==> src/rtl/avalon_mm_csr_bank.sv <==
// avalon_mm_csr_bank
// Avalon-MM slave register bank with byte enables, programmable write wait
// states, fixed-latency pipelined reads bounded by an outstanding-read limit,
// per-register read-only slots fed from hw_i, and a sticky protocol-error flag.
//
// Ports:
//   clk_i, rst_n_i        clock, asynchronous active-low reset
//   avs_address           word address
//   avs_write/_writedata  write request and data
//   avs_byteenable        byte lanes to update on a write
//   avs_read              read request
//   avs_waitrequest       request must be held while high
//   avs_readdata/_valid   read return, READ_LATENCY cycles after acceptance
//   hw_i                  status words for read-only slots (slot i at [i*DWIDTH +: DWIDTH])
//   regs_o                read-write register contents (read-only slots drive 0)
//   protocol_err_o        sticky, cleared only by reset
module avalon_mm_csr_bank #(
    parameter int DWIDTH       = 32,
    parameter int AWIDTH       = 4,
    parameter int READ_LATENCY = 2,
    parameter int MAX_PENDING  = 2,
    parameter int WR_WAIT      = 1,
    parameter logic [2**AWIDTH-1:0] RO_MASK = '0
) (
    input  logic                          clk_i,
    input  logic                          rst_n_i,
    input  logic [AWIDTH-1:0]             avs_address,
    input  logic                          avs_write,
    input  logic [DWIDTH-1:0]             avs_writedata,
    input  logic [DWIDTH/8-1:0]           avs_byteenable,
    input  logic                          avs_read,
    output logic                          avs_waitrequest,
    output logic [DWIDTH-1:0]             avs_readdata,
    output logic                          avs_readdatavalid,
    input  logic [(2**AWIDTH)*DWIDTH-1:0] hw_i,
    output logic [(2**AWIDTH)*DWIDTH-1:0] regs_o,
    output logic                          protocol_err_o
);
    localparam int NREGS  = 2**AWIDTH;
    localparam int NBYTES = DWIDTH/8;
    localparam int PW     = $clog2(MAX_PENDING+1);
    localparam logic [3:0] WAIT_LOAD = (WR_WAIT > 0) ? 4'(WR_WAIT-1) : 4'd0;

    typedef enum logic [1:0] {W_IDLE, W_WAIT, W_ACK} wstate_t;

    wstate_t state, state_nxt;
    logic [3:0] cnt, cnt_nxt;
    logic wr_commit, wr_wait, err_set;

    logic [DWIDTH-1:0] regs [NREGS];
    logic [NREGS-1:0][DWIDTH-1:0] hw_w;
    logic [PW-1:0] pending;
    logic rd_slot, rd_accept;
    logic [DWIDTH-1:0] rd_word;

    logic [READ_LATENCY-1:0] vld_pipe;
    logic [DWIDTH-1:0] dat_pipe [READ_LATENCY];

    assign hw_w = hw_i;

    // Write FSM. The W_IDLE cycle that first sees write counts as the first
    // wait cycle, so the counter only covers the remaining WR_WAIT-1 cycles.
    always_ff @(posedge clk_i or negedge rst_n_i) begin
        if (!rst_n_i) begin
            state <= W_IDLE;
            cnt   <= '0;
        end else begin
            state <= state_nxt;
            cnt   <= cnt_nxt;
        end
    end

    always_comb begin
        state_nxt = state;
        cnt_nxt   = cnt;
        wr_commit = 1'b0;
        wr_wait   = 1'b0;
        err_set   = avs_read & avs_write;
        case (state)
            W_IDLE: begin
                if (avs_write) begin
                    if (WR_WAIT == 0) begin
                        wr_commit = 1'b1;
                    end else begin
                        wr_wait   = 1'b1;
                        cnt_nxt   = WAIT_LOAD;
                        state_nxt = (WR_WAIT == 1) ? W_ACK : W_WAIT;
                    end
                end
            end
            W_WAIT: begin
                if (!avs_write) begin
                    // master abandoned a stalled write
                    state_nxt = W_IDLE;
                    err_set   = 1'b1;
                end else begin
                    wr_wait = 1'b1;
                    cnt_nxt = cnt - 4'd1;
                    if (cnt == 4'd1) state_nxt = W_ACK;
                end
            end
            W_ACK: begin
                state_nxt = W_IDLE;
                if (avs_write) wr_commit = 1'b1;
                else           err_set   = 1'b1;
            end
            default: state_nxt = W_IDLE;
        endcase
    end

    // A return this cycle frees its slot for an acceptance in the same cycle.
    assign rd_slot   = (pending < PW'(MAX_PENDING)) | avs_readdatavalid;
    assign rd_accept = avs_read & ~avs_write & rd_slot;
    assign avs_waitrequest = avs_write ? wr_wait : (avs_read & ~rd_slot);
    assign rd_word = RO_MASK[avs_address] ? hw_w[avs_address] : regs[avs_address];

    always_ff @(posedge clk_i or negedge rst_n_i) begin
        if (!rst_n_i) begin
            for (int i = 0; i < NREGS; i++) regs[i] <= '0;
        end else if (wr_commit) begin
            for (int i = 0; i < NREGS; i++)
                for (int b = 0; b < NBYTES; b++)
                    if (!RO_MASK[i] && avs_address == AWIDTH'(i) && avs_byteenable[b])
                        regs[i][b*8 +: 8] <= avs_writedata[b*8 +: 8];
        end
    end

    for (genvar i = 0; i < NREGS; i++) begin : g_regs_o
        assign regs_o[i*DWIDTH +: DWIDTH] = RO_MASK[i] ? '0 : regs[i];
    end

    // Data stages only advance behind a valid bit, so the last stage holds the
    // most recent return while readdatavalid is low.
    always_ff @(posedge clk_i or negedge rst_n_i) begin
        if (!rst_n_i) begin
            vld_pipe <= '0;
            for (int i = 0; i < READ_LATENCY; i++) dat_pipe[i] <= '0;
        end else begin
            vld_pipe[0] <= rd_accept;
            if (rd_accept) dat_pipe[0] <= rd_word;
            for (int i = 1; i < READ_LATENCY; i++) begin
                vld_pipe[i] <= vld_pipe[i-1];
                if (vld_pipe[i-1]) dat_pipe[i] <= dat_pipe[i-1];
            end
        end
    end

    assign avs_readdatavalid = vld_pipe[READ_LATENCY-1];
    assign avs_readdata      = dat_pipe[READ_LATENCY-1];

    always_ff @(posedge clk_i or negedge rst_n_i) begin
        if (!rst_n_i) begin
            pending        <= '0;
            protocol_err_o <= 1'b0;
        end else begin
            case ({rd_accept, avs_readdatavalid})
                2'b10:   pending <= pending + PW'(1);
                2'b01:   pending <= pending - PW'(1);
                default: pending <= pending;
            endcase
            if (err_set) protocol_err_o <= 1'b1;
        end
    end
endmodule

==> config.mk <==
export PLATFORM = sky130hd
export DESIGN_NAME = avalon_mm_csr_bank
export DESIGN_NICKNAME = d
export VERILOG_FILES = /design/src/rtl/avalon_mm_csr_bank.sv
export SDC_FILE = /design/constraint.sdc
export NUM_CORES = 1
export LEC_CHECK = 0
export CAP_MARGIN = 10
export CORE_AREA = 5 5 433 435
export DETAILED_ROUTE_END_ITERATION = 7
export DIE_AREA = 0 0 438 440
export GPL_ROUTABILITY_DRIVEN = 0
export PLACE_DENSITY = 0.43
export SYNTH_ARGS = -nofsm -noshare
export SYNTH_HDL_FRONTEND = slang
export SYNTH_SLANG_ARGS = --single-unit
export TNS_END_PERCENT = 1
==> constraint.sdc <==
create_clock -name clk_i -period 3.2 [get_ports clk_i]
set_input_delay 0.64 -clock clk_i [delete_from_list [all_inputs] [get_ports clk_i]]
set_output_delay 0.64 -clock clk_i [all_outputs]
set_load 0.02 [all_outputs]
==> results.ini, run 1 <==
[status]
status=finished clean

[global_route]
gr-total-overflow=0
grt_use_total_pct=14.83
grt_max_degree=81
antenna_found_initial=11
grt_pass1_vias=19800
grt_pass1_wl_um=193100

[critical_path]
worst-path-buf-inv=1
critical-path-top-delay-family=buffers and inverters
path_class=reg2out
cp_cell_sequence=clkdlybuf4s50_1
path_max_fanout=3
max_stage_delay_ns=1.03
crit_path_top_delay_cell=clkdlybuf4s50_1
critPathLaunchType=register
crit_path_end_kind=primary output
critPathRequiredTime_ns=2.56
reg2reg_slack_ns=0.87
worst_ep_arrival_time_ns=2.10

[clock_network]
cts_made_buffers=77
insertion_delay_ns=0.69
clock-sinks=582
cts-resized-gates=0
tritoncts=yes
cts_root_buffer=clkbuf_16
path_clk_slew_ns=0.05
cts_buffer_depth=3
cts-htree-levels=3

[drt]
drtIter0Drc=1005
finalWirelength_um=147100
num_vias=18900
drt_first_pass_iters=5
avgViaCountPerCell=3.843
ant_nets=0
wl_per_cell_um=29.92
drc_errors=0

[floorplanning]
fp.dieH_um=440
num_rows=157
coreArea_mm2=0.1827
die_area_mm2=0.1927
boundaryPins=1103
start_util_pct=14.32
die_x_um=438

[yosys]
ys.flop_type=dfrtp_1
synthArstFlopShare_pct=100.0
netlist_instances=1836
synth_seq_area_share_pct=55.67
synth_adder_area_share_pct=0.04783
synth-seq-cells=582
synth_top_family_by_area=multiplexers
synth-warning-count=0
synth_compound_area_share_pct=4.070
synth.net_count=2393
synthMuxAreaShare_pct=33.52
synth_edf_count=0
yosys.area_share.simple_pct=3.587
syn_area_per_cell_um2=14.25
syn_area_mm2=0.02616
yosysUniqueCellTypes=43
synth_xor_area_share_pct=0.1004

[placement]
dp_slack_ns=0.1233
portBuffers=590
dp.cells=4774
placed_cell_area_mm2=0.03534
dpl.hpwl_um=109300

[timing]
fin_skew_ns=0.03107
layout_setup_ws_ns=0.4605
slew_violations=0
slew_headroom_pct=41.50
worst_pin_slew_ns=0.8747
max_freq_mhz=365.0
hold_viol=0
final.min_clock_period_ns=2.740
rsz0062_at_grt=no
tns_ns=0
setup_viol=0
fin_crit_sh_pct=85.61
fin_hold_ws_ns=0.4847

[power_and_ir_drop]
powerDensity_mw_per_mm2=641.9
max-vdd-ir-drop_mv=0.3128
p_leak_nw=16.32

[final_layout]
finalInstanceArea_mm2=0.03794
fillers=19730
fin_cells=4918
final_nets=3026
area.growth.synth_to_final_pct=45.00
drive_above_1_share_pct=33.16

[job]
cap_violations=0

[min_path]
hp-class=reg2reg

==> layout by cell type (no fill, tap or decap), types with 5 or more instances in the layout <==
master             n
a221oi_1          28
mux4_2            32
diode_2            6
o22ai_1           56
dfrtp_1          581
mux2i_1          192
buf_4             94
bufinv_16          5
clkbuf_1          19
clkdlybuf4s50_1  584
buf_12            17
mux2_2           531
o32ai_1            8
nand2_1           30
clkinv_2           9
clkinvlp_4         5
a31oi_1           32
clkbuf_8          15
mux2_1            13
nand3_2           10
o21ai_1           17
clkbuf_16         78
nand3_1           17
o21ai_0           11
nor2_1            71
nor2_2            13
==> routing by layer <==
metal	vias to the layer above	GRT usage, %	part of all wire [%]
met5	-	0	0
met4	0	5.601	4.7
li1	8099	-	-
met2	612	23.12	45
met3	199	7.193	10
met1	9991	17.61	40
==> per-stage QoR <==
stage	util (%)	total power, W
floorplan	-	0.01229
global placement	19.34	0.01571
detailed placement	19.34	0.01575
CTS	20.76	0.02493
global route	20.76	0.02550
finish	20.77	0.02435
==> synthesized netlist by cell type, types with 17 or more instances <==
master	count	area (um^2)
o22ai_1	56	350.3
buf_2	35	175.2
a31oi_1	32	200.2
mux2i_1	192	1922
dfrtp_1	582	14560
nand3_1	18	90.09
mux4_2	32	720.7
buf_4	45	337.8
mux2_2	531	5979
o21ai_1	17	85.08
a221oi_1	28	245.2
nand2_1	30	112.6
clkbuf_1	58	217.7
nor2_1	72	270.3
==> area by class of cell <==
cell class              instances  area [um^2]  share of cell area [%]
multi-input cells            1106        10840                   28.57
repair buffers                699         6945                   18.31
well taps                    2385         2984                   7.866
flip-flops and latches        582        14570                   38.40
clock buffers                 111         2216                   5.841
diodes                          6        15.01                 0.03958
inverters                       3        11.26                 0.02968
clock inverters                26        359.1                  0.9466
==> cell families (layout without fill, tap and decap cells) <==
| group | Yosys count | count (layout) |
|---|---|---|
| muxes | 768 | 768 |
| other | 0 | 6 |
| DFF | 582 | 582 |
| adders and majority gates | 1 | 1 |
| and+or+nand+nor | 175 | 175 |
| xor gates and xnor gates | 3 | 3 |
| buffers and inverters | 148 | 839 |
| AOI/OAI and AO/OA | 159 | 159 |
==> power breakdown <==
| group | leakage (nW) | switching (W) | internal [W] |
|---|---|---|---|
| clock | 1.24 | 0.00366 | 0.00524 |
| combinational | 7.34 | 0.00340 | 0.00269 |
| sequential | 7.73 | 0.000875 | 0.00848 |
| total | 16.3 | 0.00793 | 0.0164 |
==> what timing repair did <==
item	in CTS	in global routing
endpoints found under the setup margin	0	0
buffers inserted	0	0
hold buffers	1	0
endpoints found under the hold margin	43	0
==> worst paths after layout <==
kind	from	endpoint	cells after the start
hold reg to reg	protocol_err_o	protocol_err_o	1
setup reg to reg	state[1]	regs_o[73]	3
hold / removal	protocol_err_o	protocol_err_o	1
min in group asynchronous	rst_n_i	regs_o[72]	2
max in group asynchronous	rst_n_i	regs_o[1]	3
setup / recovery	regs_o[450]	regs_o[450]	1
==> sequential cells by signal, indices dropped and copies added, names as in the netlist <==
register        cells
avs_readdata       32
dat_pipe           32
vld_pipe            2
regs_o            512
pending             2
protocol_err_o      1
state               1
Power figures use the tool's default switching activity.
==> inputs of run 2 (changes only) <==
--- a/config.mk
+++ b/config.mk
@@ -6,9 +6,9 @@
 export NUM_CORES = 1
 export LEC_CHECK = 0
 export CAP_MARGIN = 10
-export CORE_AREA = 5 5 433 435
+export CORE_AREA = 5 5 432 434
 export DETAILED_ROUTE_END_ITERATION = 7
-export DIE_AREA = 0 0 438 440
+export DIE_AREA = 0 0 437 439
 export GPL_ROUTABILITY_DRIVEN = 0
 export PLACE_DENSITY = 0.43
 export SYNTH_ARGS = -nofsm -noshare
==> run 2 against run 1 <==
Via count shrank 0.31%. Combinational power shrank 2%. Hold slack lost 0.0049 ns. Utilization grew 0.13 points. Register-to-register slack better by 0.17 ns. Highest routed layer unchanged. Critical path type unchanged.
==> results.ini, run 2 (synthesis gave the netlist of run 1 again) <==
[status]
status=finished clean  ; unchanged

[power_and_ir_drop]
internal_power_w=0.01658  ; was 0.01642 W
combinationalPowerShare_pct=24.3  ; was 25.0%
powerDensity_mw_per_mm2=646.0  ; was 641.9 mW/mm^2
p_sw_share_pct=32.63  ; was 32.57%
p_seq_share_pct=38.3  ; was 38.4%
max-vdd-ir-drop_mv=0.3430  ; was 0.3128 mV
clkPwrFrac_pct=37.4  ; was 36.5%
p_sw_w=0.008030  ; was 0.007930 W
p_leak_nw=16.42  ; was 16.32 nW

[critical_path]
reg2reg_slack_ns=1.04  ; was 0.87 ns
worst-path-buf-inv=1  ; unchanged
crit_path_end_kind=primary output  ; unchanged
cp_cell_sequence=clkdlybuf4s50_1  ; unchanged
path_max_fanout=3  ; unchanged
critPathLaunchType=register  ; unchanged
critPathRequiredTime_ns=2.56  ; about the same
max_stage_delay_ns=1.00  ; was 1.03 ns
path_class=reg2out  ; unchanged
worst_ep_arrival_time_ns=2.10  ; about the same
critical-path-top-delay-family=buffers and inverters  ; unchanged
reg2reg_from=state[1]  ; unchanged
crit_path_top_delay_cell=clkdlybuf4s50_1  ; unchanged
cp-startpoint=regs_o[96]  ; was regs_o[450]

[placement]
placed_cell_area_mm2=0.03541  ; was 0.03534 mm^2
portBuffers=590  ; unchanged
dpl.hpwl_um=107900  ; was 109300 um
dp_slack_ns=0.1493  ; was 0.1233 ns
dp.cells=4777  ; was 4774

[clock_network]
insertion_delay_ns=0.70  ; was 0.69 ns
cts_made_buffers=79  ; was 77
cts_root_buffer=clkbuf_16  ; unchanged
tritoncts=yes  ; unchanged
clock-sinks=582  ; unchanged
cts_buffer_depth=3  ; unchanged
path_clk_slew_ns=0.06  ; was 0.05 ns
cts-htree-levels=3  ; unchanged

[final_layout]
final_cell_mix=584 x clkdlybuf4s50_1, 581 x dfrtp_1, 531 x mux2_2  ; unchanged
fin_cells=4920  ; was 4918
area.growth.synth_to_final_pct=45.62  ; was 45.00%
final_common_cell=clkdlybuf4s50_1  ; unchanged
final_nets=3031  ; was 3026
finalInstanceArea_mm2=0.03810  ; was 0.03794 mm^2
largest_reg_flops=512  ; unchanged
drive_above_1_share_pct=33.48  ; was 33.16%

[job]
cap_violations=0  ; unchanged

[global_route]
grt_pass1_vias=19750  ; was 19800
grt_max_degree=90  ; was 81
antenna_found_initial=13  ; was 11
gr-total-overflow=0  ; unchanged
grt_use_total_pct=14.71  ; was 14.83%
grt_pass1_wl_um=191500  ; was 193100 um

[timing]
setup_viol=0  ; unchanged
max_freq_mhz=365.1  ; was 365.0 MHz
fin_hold_ws_ns=0.4798  ; was 0.4847 ns
hold_viol=0  ; unchanged
final.min_clock_period_ns=2.739  ; was 2.740 ns
fin_skew_ns=0.04607  ; was 0.03107 ns
tns_ns=0  ; unchanged
slew_headroom_pct=37.57  ; was 41.50%
worst_pin_slew_ns=0.9336  ; was 0.8747 ns
slew_violations=0  ; unchanged
fin_crit_sh_pct=85.59  ; was 85.61%
layout_setup_ws_ns=0.4611  ; was 0.4605 ns
rsz0062_at_grt=no  ; unchanged

[drt]
finalWirelength_um=145800  ; was 147100 um
drc_errors=0  ; unchanged
ant_nets=0  ; unchanged
num_vias=18840  ; was 18900
wl_per_cell_um=29.63  ; was 29.92 um
drtIter0Drc=1042  ; was 1005
avgViaCountPerCell=3.830  ; was 3.843
drt_first_pass_iters=5  ; unchanged

[floorplanning]
fp.dieH_um=439  ; was 440 um
die_area_mm2=0.1918  ; was 0.1927 mm^2
die_x_um=437  ; was 438 um
boundaryPins=1103  ; unchanged
start_util_pct=14.35  ; was 14.32%
num_rows=157  ; unchanged
coreArea_mm2=0.1823  ; was 0.1827 mm^2

[min_path]
hp-class=reg2reg  ; unchanged
holdCritStartpoint=protocol_err_o  ; unchanged

-- run 2: layer usage --
layer,global-route usage (%),vias to the layer above,share of wire (%)
met5,0,-,0
met4,5.281,0,3.9
met3,6.699,182,9.8
met2,23.43,623,46
met1,17.45,9943,40
li1,-,8094,-
-- run 2: what timing repair did --
action                                 CTS  global route
endpoints found under the hold margin   39             0
hold buffers                             1             0
gates resized for setup                  0             0
setup buffers                            0             0
-- run 2: final timing paths --
| check | to | depth (start not counted) |
|---|---|---|
| worst max-delay path | regs_o[96] | 1 |
| min in group asynchronous | regs_o[104] | 2 |
| max in group asynchronous | regs_o[309] | 4 |
| worst min register to register | protocol_err_o | 1 |
| worst min-delay path | protocol_err_o | 1 |
| worst max register to register | regs_o[73] | 3 |
-- run 2: cell type report --
class                   count  area [um^2]
repair buffers            702         7015
multi-input cells        1106        10840
diodes                      2        5.005
clock inverters            30        409.1
well taps                2385         2984
flip-flops and latches    582        14570
inverters                   3        11.26
fillers                 19740       144200
clock buffers             110         2265
-- run 2: through the flow --
stage               util (%)  total power (W)
floorplan                  -          0.01229
global placement       19.42          0.01567
detailed placement     19.42          0.01571
CTS                    20.90          0.02516
global route           20.90          0.02577
finish                 20.90          0.02461
-- run 2: power by group through the flow --
stage / clock, W / sequential, W / combinational [W]
6_report: 0.00921 / 0.00942 / 0.00598
2_1_floorplan: 0 / 0.0100 / 0.00225
3_3_place_gp: 0 / 0.00955 / 0.00612
4_1_cts: 0.00956 / 0.00945 / 0.00616
5_1_grt: 0.00983 / 0.00958 / 0.00637
3_5_place_dp: 0 / 0.00957 / 0.00614
